`config.mk`:
```
export PLATFORM = sky130hd
export DESIGN_NAME = dmem_arbiter
export DESIGN_NICKNAME = d
export VERILOG_FILES = /design/src/rtl/dmem_arbiter.sv
export SDC_FILE = /design/constraint.sdc
export NUM_CORES = 1
export LEC_CHECK = 0
export ABC_AREA = 1
export BUFFER_PORTS_ARGS = -buffer_cell sky130_fd_sc_hd__buf_2
export CORE_ASPECT_RATIO = 0.7
export CORE_MARGIN = 1
export CORE_UTILIZATION = 40
export CTS_BUF_LIST = sky130_fd_sc_hd__clkbuf_4
export DETAILED_ROUTE_END_ITERATION = 16
export PLACE_DENSITY = 0.82
export SYNTH_ARGS = -nofsm -noshare
export SYNTH_HDL_FRONTEND = slang
export SYNTH_SLANG_ARGS = --single-unit
```
`constraint.sdc`:
```
create_clock -name clock -period 1.1 [get_ports clock]
set_input_delay 0 -clock clock [delete_from_list [all_inputs] [get_ports clock]]
set_output_delay 0 -clock clock [all_outputs]
set_load 0.02 [all_outputs]
```
`src/rtl/dmem_arbiter.sv`:
```
// dmem_arbiter
//   Two-requester (CPU = 0, DMA = 1) arbiter for a single-port data memory.
//   One access is in flight at a time through a three-state FSM
//   (IDLE -> ACCESS -> DONE). Simultaneous requests are resolved round-robin
//   against the last granted requester.
//
// Optional build macro:
//   DMEM_ARB_CHECK_EN - when defined, misaligned or out-of-range addresses
//                       are rejected (no memory strobe, Err pulsed with Done).
//
// Parameters:
//   DMSize      - data memory size in bytes, used for the range check
//
// Ports:
//   clock, reset         - single clock, synchronous active-high reset
//   Req0/Req1            - access requests (sampled only in IDLE)
//   Write0/Write1        - 1 = store word, 0 = load word
//   Addr0/Addr1          - byte addresses
//   WData0/WData1        - store data
//   Done0/Done1          - one-cycle completion pulse per requester
//   RData0/RData1        - last load result per requester
//   Err0/Err1            - rejected-access flag, valid with Done
//   Busy                 - FSM not in IDLE
//   MemoryRead/Write     - memory strobes (ACCESS state only)
//   Address, InputData   - memory address / write data (latched command)
//   OutputData           - combinational memory read data
module dmem_arbiter #(
  parameter int DMSize = 1024
) (
  input  logic        clock,
  input  logic        reset,
  input  logic        Req0,
  input  logic        Req1,
  input  logic        Write0,
  input  logic        Write1,
  input  logic [31:0] Addr0,
  input  logic [31:0] Addr1,
  input  logic [31:0] WData0,
  input  logic [31:0] WData1,
  output logic        Done0,
  output logic        Done1,
  output logic [31:0] RData0,
  output logic [31:0] RData1,
  output logic        Err0,
  output logic        Err1,
  output logic        Busy,
  output logic        MemoryRead,
  output logic        MemoryWrite,
  output logic [31:0] Address,
  output logic [31:0] InputData,
  input  logic [31:0] OutputData
);

  typedef enum logic [1:0] {
    IDLE   = 2'd0,
    ACCESS = 2'd1,
    DONE   = 2'd2
  } state_t;

  state_t      state_q, state_d;
  logic        last_grant_q, last_grant_d;
  logic        grant_q, grant_d;
  logic        cmd_write_q, cmd_write_d;
  logic [31:0] cmd_addr_q, cmd_addr_d;
  logic [31:0] cmd_wdata_q, cmd_wdata_d;
  logic [31:0] rdata0_q, rdata0_d;
  logic [31:0] rdata1_q, rdata1_d;

  // Winner selection: a sole requester wins outright; on a tie the requester
  // that was not served last time wins.
  logic        win;
  logic        sel_write;
  logic [31:0] sel_addr;
  logic [31:0] sel_wdata;

  assign win       = (Req0 && Req1) ? ~last_grant_q : Req1;
  assign sel_write = win ? Write1 : Write0;
  assign sel_addr  = win ? Addr1  : Addr0;
  assign sel_wdata = win ? WData1 : WData0;

`ifdef DMEM_ARB_CHECK_EN
  localparam logic [31:0] AddrMax = 32'(DMSize - 4);

  logic err_q, err_d;
  logic sel_bad;

  assign sel_bad = (sel_addr[1:0] != 2'b00) || (sel_addr > AddrMax);
`else
  logic unused_cfg;
  assign unused_cfg = (DMSize > 0);
`endif

  always_comb begin
    state_d      = state_q;
    last_grant_d = last_grant_q;
    grant_d      = grant_q;
    cmd_write_d  = cmd_write_q;
    cmd_addr_d   = cmd_addr_q;
    cmd_wdata_d  = cmd_wdata_q;
    rdata0_d     = rdata0_q;
    rdata1_d     = rdata1_q;
`ifdef DMEM_ARB_CHECK_EN
    err_d        = err_q;
`endif

    case (state_q)
      IDLE: begin
        if (Req0 || Req1) begin
          grant_d     = win;
          cmd_write_d = sel_write;
          cmd_addr_d  = sel_addr;
          cmd_wdata_d = sel_wdata;
          state_d     = ACCESS;
`ifdef DMEM_ARB_CHECK_EN
          err_d = 1'b0;
          // Rejected accesses skip ACCESS so no strobe is ever raised.
          if (sel_bad) begin
            err_d   = 1'b1;
            state_d = DONE;
          end
`endif
        end
      end
      ACCESS: begin
        state_d = DONE;
        // Load data is captured from memory on the ACCESS -> DONE edge.
        if (!cmd_write_q) begin
          if (grant_q) rdata1_d = OutputData;
          else         rdata0_d = OutputData;
        end
      end
      DONE: begin
        state_d      = IDLE;
        last_grant_d = grant_q;
      end
      default: state_d = IDLE;
    endcase
  end

  always_ff @(posedge clock) begin
    if (reset) begin
      state_q      <= IDLE;
      last_grant_q <= 1'b1;   // requester 0 wins the first tie
      grant_q      <= 1'b0;
      cmd_write_q  <= 1'b0;
      cmd_addr_q   <= 32'h0;
      cmd_wdata_q  <= 32'h0;
      rdata0_q     <= 32'h0;
      rdata1_q     <= 32'h0;
`ifdef DMEM_ARB_CHECK_EN
      err_q        <= 1'b0;
`endif
    end else begin
      state_q      <= state_d;
      last_grant_q <= last_grant_d;
      grant_q      <= grant_d;
      cmd_write_q  <= cmd_write_d;
      cmd_addr_q   <= cmd_addr_d;
      cmd_wdata_q  <= cmd_wdata_d;
      rdata0_q     <= rdata0_d;
      rdata1_q     <= rdata1_d;
`ifdef DMEM_ARB_CHECK_EN
      err_q        <= err_d;
`endif
    end
  end

  // Strobes are decoded from the current state, so a reset arriving during
  // ACCESS still lets memory commit the store at that same edge.
  assign Busy        = (state_q != IDLE);
  assign MemoryWrite = (state_q == ACCESS) &&  cmd_write_q;
  assign MemoryRead  = (state_q == ACCESS) && !cmd_write_q;
  assign Address     = cmd_addr_q;
  assign InputData   = cmd_wdata_q;
  assign Done0       = (state_q == DONE) && !grant_q;
  assign Done1       = (state_q == DONE) &&  grant_q;
  assign RData0      = rdata0_q;
  assign RData1      = rdata1_q;

`ifdef DMEM_ARB_CHECK_EN
  assign Err0 = Done0 && err_q;
  assign Err1 = Done1 && err_q;
`else
  assign Err0 = 1'b0;
  assign Err1 = 1'b0;
`endif

endmodule

```
After elaboration in Yosys (flattened, before gate mapping)

Index checks and enable logic that the tools add are counted.
W data, S select, Z words.

Reductions and logical operators: 13
Div/mod/pow operators: 0
Bitwise gates (word level): 3
Add/subtract/negate cells: 0
Multiply operators: 0
Equal/unequal tests: 3
Magnitude comparators: 0
Multiplexer cells: 6
Shift-type cells: 0

Operators by type and width:

| operator             | number |
|---|---|
| $mux W32             | 2 |
| $reduce_and A3 Y1    | 2 |
| $logic_and A1 B1 Y1  | 5 |
| $pmux W2 S2          | 1 |
| $not A1 Y1           | 3 |
| $eq A2 B1 Y1 const B | 1 |
| $eq A2 B2 Y1 const B | 1 |
| $logic_not A1 Y1     | 2 |
| $logic_not A2 Y1     | 1 |
| $mux W1              | 2 |
| $mux W2              | 1 |
| $ne A2 B2 Y1 const B | 1 |
| $reduce_and A2 Y1    | 1 |
| $reduce_bool A2 Y1   | 1 |
| $logic_or A1 B1 Y1   | 1 |

Logic and storage cells: 33
Output and inout port bits: 135
Bits in read-only memories: 0
Register bits after elaboration: 133
Bits in latches: 0
Memories kept: 0
RAM bits: 0

Logic depth before layout (Yosys ltp)

Depth in word-level cells: 3
Mapped depth: 8

Worst setup path before layout

OpenSTA, ideal clock, no wires.

Path kind: register -> register
From: register state_q[0]
To: register cmd_addr_q[18] (netlist: Address[18])
Arrival time: 1.152 ns
Slack: -0.163 ns
Cell stages (with the launch flop): 9
Buffers on the path: 2
Setup time: 0.112 ns
Cells stage by stage: dfxtp_1 inv_1 nand2_1 nor2_1 buf_6 buf_4 nand2_1 nor2_1 nor2_1

Word-level cells in the longest chain between the ends: 2

RTL lines:

| item                        | line | RTL |
|---|---|---|
| start, declared             | 60   | `state_t state_q, state_d;` |
| start signal, assigned      | 154  | `state_q <= state_d;` |
| $logic_not A2 Y1            | 106  | `case (state_q)` |
| $reduce_and A2 Y1 (no line) | --   |  |
| end signal, assigned        | 158  | `cmd_addr_q <= cmd_addr_d;` |
| end, declared               | 64   | `logic [31:0] cmd_addr_q, cmd_addr_d;` |

Every way passes these cells.
A chain may end at the register's enable or synchronous reset.

Final worst setup path

From: register state_q[1]
To: register rdata0_q[15] (netlist: RData0[15])

Word-level cells in the longest chain between the ends: 2

RTL lines:

| item                        | line | RTL |
|---|---|---|
| $eq A2 B1 Y1                | 106  |  |
| $reduce_and A3 Y1 (no line) | --   |  |
| end signal, assigned        | 160  | `rdata0_q <= rdata0_d;` |
| end, declared               | 66   | `logic [31:0] rdata0_q, rdata0_d;` |

Every way passes these cells.

==> impl_metrics.csv <==
group,metric,value,unit
synthesis,syn_avg_cell_area,6.34,sq um
die,die_y,110,microns
min_path,hold_end,"grant_q",
routing,drt_iter0_drc,1768,
routing,route.met3.wl,6.86,mm
setup_path,end_kind,"register",
final_layout,layout_commonest_cell,"nand2_1",
die,rows,38,
die,num_io_pins,301,
final_layout,stdcell_count,1811,
pwr,total_leakage_power,6.57,nW
placement,postPlaceCellArea,8410,sq um
cts,htreeDepth,4,
setup_path,required,1.62,ns
setup_path,critPathSlowestCell,"dfxtp_4",
placement,dp_hpwl,13.7,mm
synthesis,synth-seq-cells,133,
routing,wl,45.9,mm
cts,clk_pin_slew_worst_paths,0.18,ns
setup_path,worst_path_most_repeated_cell,"buf_6",
setup_path,crit_start,"state_q[1]",
timing,hold_viol_final,0,
setup_path,crit_path_max_incr_delay,0.42,ns
cts,max-clock-path-buffers,2,
final_layout,multi_input_comb_area,4440,sq um
die,dieArea,17100,sq um
routing,antenna_left,0,
timing,slew_headroom,66.9,%
routing,drt-pass1-iter-count,9,
pwr,p_total,16.4,mW
min_path,min_delay_path_depth,3,
setup_path,timing.rr.end,"RData0[15]",
cts,cts_inserted_buffers,17,
synthesis,synthDistinctLibCells,19,
job,drv_cap,0,
setup_path,reg2reg_depth,9,
setup_path,worstReg2RegStart,"state_q[1]",
final_layout,area_delta_synth_final,109,%
routing,num_vias,10700,
timing,worst_slack,-0.618,ns
synthesis,synth.top_cells.by_area,"dfxtp_1, nand2_1, nor2_1",
grt,grt_pass1_wl,51.5,mm
synthesis,synth_area,6620,sq um
grt,antenna_found_initial,13,
synthesis,netlist.area_leader.share,40.2,%
synthesis,yosys.area.top_type,"dfxtp_1",
timing,skew,0.0553,ns
cts,clkLatencyLatePin,0.65,ns
die,core,15800,sq um
placement,post-place-ws,-0.127,ns
routing,top_layer_used,"met5",
cts,clock_sinks,133,
placement,portBuffers,298,
routing,drc,0,
timing,min_period,1.72,ns
final_layout,finalInstanceArea,13800,sq um
setup_path,crit_arrival,2.24,ns
grt,grt_max_degree,104,
cts,root_buffer,"clkbuf_4",
setup_path,crit_chain,"inv_4 > nand2_4 > buf_6 > buf_6 > inv_8 > buf_12 > buf_16 > a21oi_2 > nor2_4",
outcome,status,"finished with violations",
grt,overflow,0,
final_layout,seq_area,2850,sq um
pwr,max-vdd-ir-drop,0.000984,V
placement,gp_congestion,0.824,
timing,setup_viol,234,
setup_path,path_class,"register to register",
routing,wire_per_inst,25.4,microns
outcome,violations,"negative setup slack",
final_layout,final_util,87.4,%
setup_path,r2r_slack,-0.62,ns
pwr,power_density,1180,nW/um^2
timing,finalCritPeriodShare,156,%
placement,dp.cells,1518,
synthesis,ys_warn_count,0,
cts,cts_tree,"done",
routing,vias_per_cell,5.92,
synthesis,ys_seq_area_share,40.2,%
timing,max_clock_freq,582,MHz
routing,wl_met2,19.7,mm
die,start_util,41.8,%
min_path,hp-start,"reset",
timing,drv_slew,0,
synthesis,synth_cells,1045,
die,fp.dieW,156,microns
setup_path,start_kind,"register",
grt,grt_use_total,40.3,%
final_layout,layout_common_cells,"nand2_1, dlygate4sd3_1, buf_2",
grt,grt_pass1_vias,9735,
timing,rsz0062_at_grt,"true",
min_path,hold_path.class,"input port to register",
final_layout,nNetsFinal,1737,
routing,wl_met1,14.6,mm
final_layout,drive_above_1_share,52.1,%
timing,tightest_slew,0.493,ns
final_layout,fillers,644,
setup_path,path_max_fanout,8,
## critical path: cells and delay by family, from the launching register on
kind	cells	cell delay, ns
compound gates	1	0.37
flops	1	0.42
buf+inv	6	0.62
simple gates	2	0.17
## metal layers
metal	vias to the layer above	GRT usage, %
met5	-	0
met4	12	35.9
met3	499	15.8
met2	1204	65.7
met1	4759	40.8
li1	4246	-
## through the flow
stage | setup TNS [ns] | hold slack (ns)
6_report | -55.80 | 0.208
5_1_grt | -60.85 | 0.182
4_1_cts | -31.48 | 0.201
3_5_place_dp | -7.06 | 0.263
3_3_place_gp | -5.05 | 0.257
2_1_floorplan | -1.51 | 0.0691
## flip-flops by register name (all words and copies together), names as in the netlist
register,cells
cmd_write_q,1
last_grant_q,1
state_q,2
Address,32
RData1,32
grant_q,1
InputData,32
RData0,32
## logic make-up (layout without fill, tap and decap cells)
kind of cell	Yosys count	in the layout	synth area share, %
and+or+nand+nor	634	634	38.0
buffers and inverters	178	716	11.7
AOI/OAI and AO/OA	99	99	9.99
DFF	133	133	40.2
other	1	9	0.0566
## where the power goes
group          internal (mW)  switching [mW]  total, mW
Combinational           3.17            3.96       7.12
Sequential              5.34           0.449       5.79
Clock                  0.984            2.49       3.48
## cell usage after synthesis (all sizes together)
cell and n:
nand2 298, nor2 236, dfxtp 133, inv 102
nand3 100, a21boi 65, buf 53, a21oi 33
clkbuf 23, conb 1, o21ai 1
## worst max-delay path by stage
stage / to / cells past startpoint
floorplan: RData1[23] / 7
global placement: Address[10] / 6
finish: RData0[15] / 9
CTS: Done0 / 5
global route: Address[30] / 6
detailed placement: InputData[24] / 7
## final cells by class
cell class,instances,area share (%)
Inverter,102,2.89
Timing Repair Buffer,582,40.4
Multi-Input combinational cell,735,32.1
Tap cell,220,1.99
Clock buffer,17,0.922
Sequential cell,133,20.6
Clock inverter,15,1.00
Antenna cell,7,0.127
## timing repair
item	4_1_cts	5_1_grt
gates resized for setup	436	368
gates cloned	25	0
endpoints found under the setup margin	251	252
hold endpoints to repair	133	0
pin swaps	29	82
hold buffers	165	0
buffers inserted	47	28
Power figures use the tool's default switching activity.
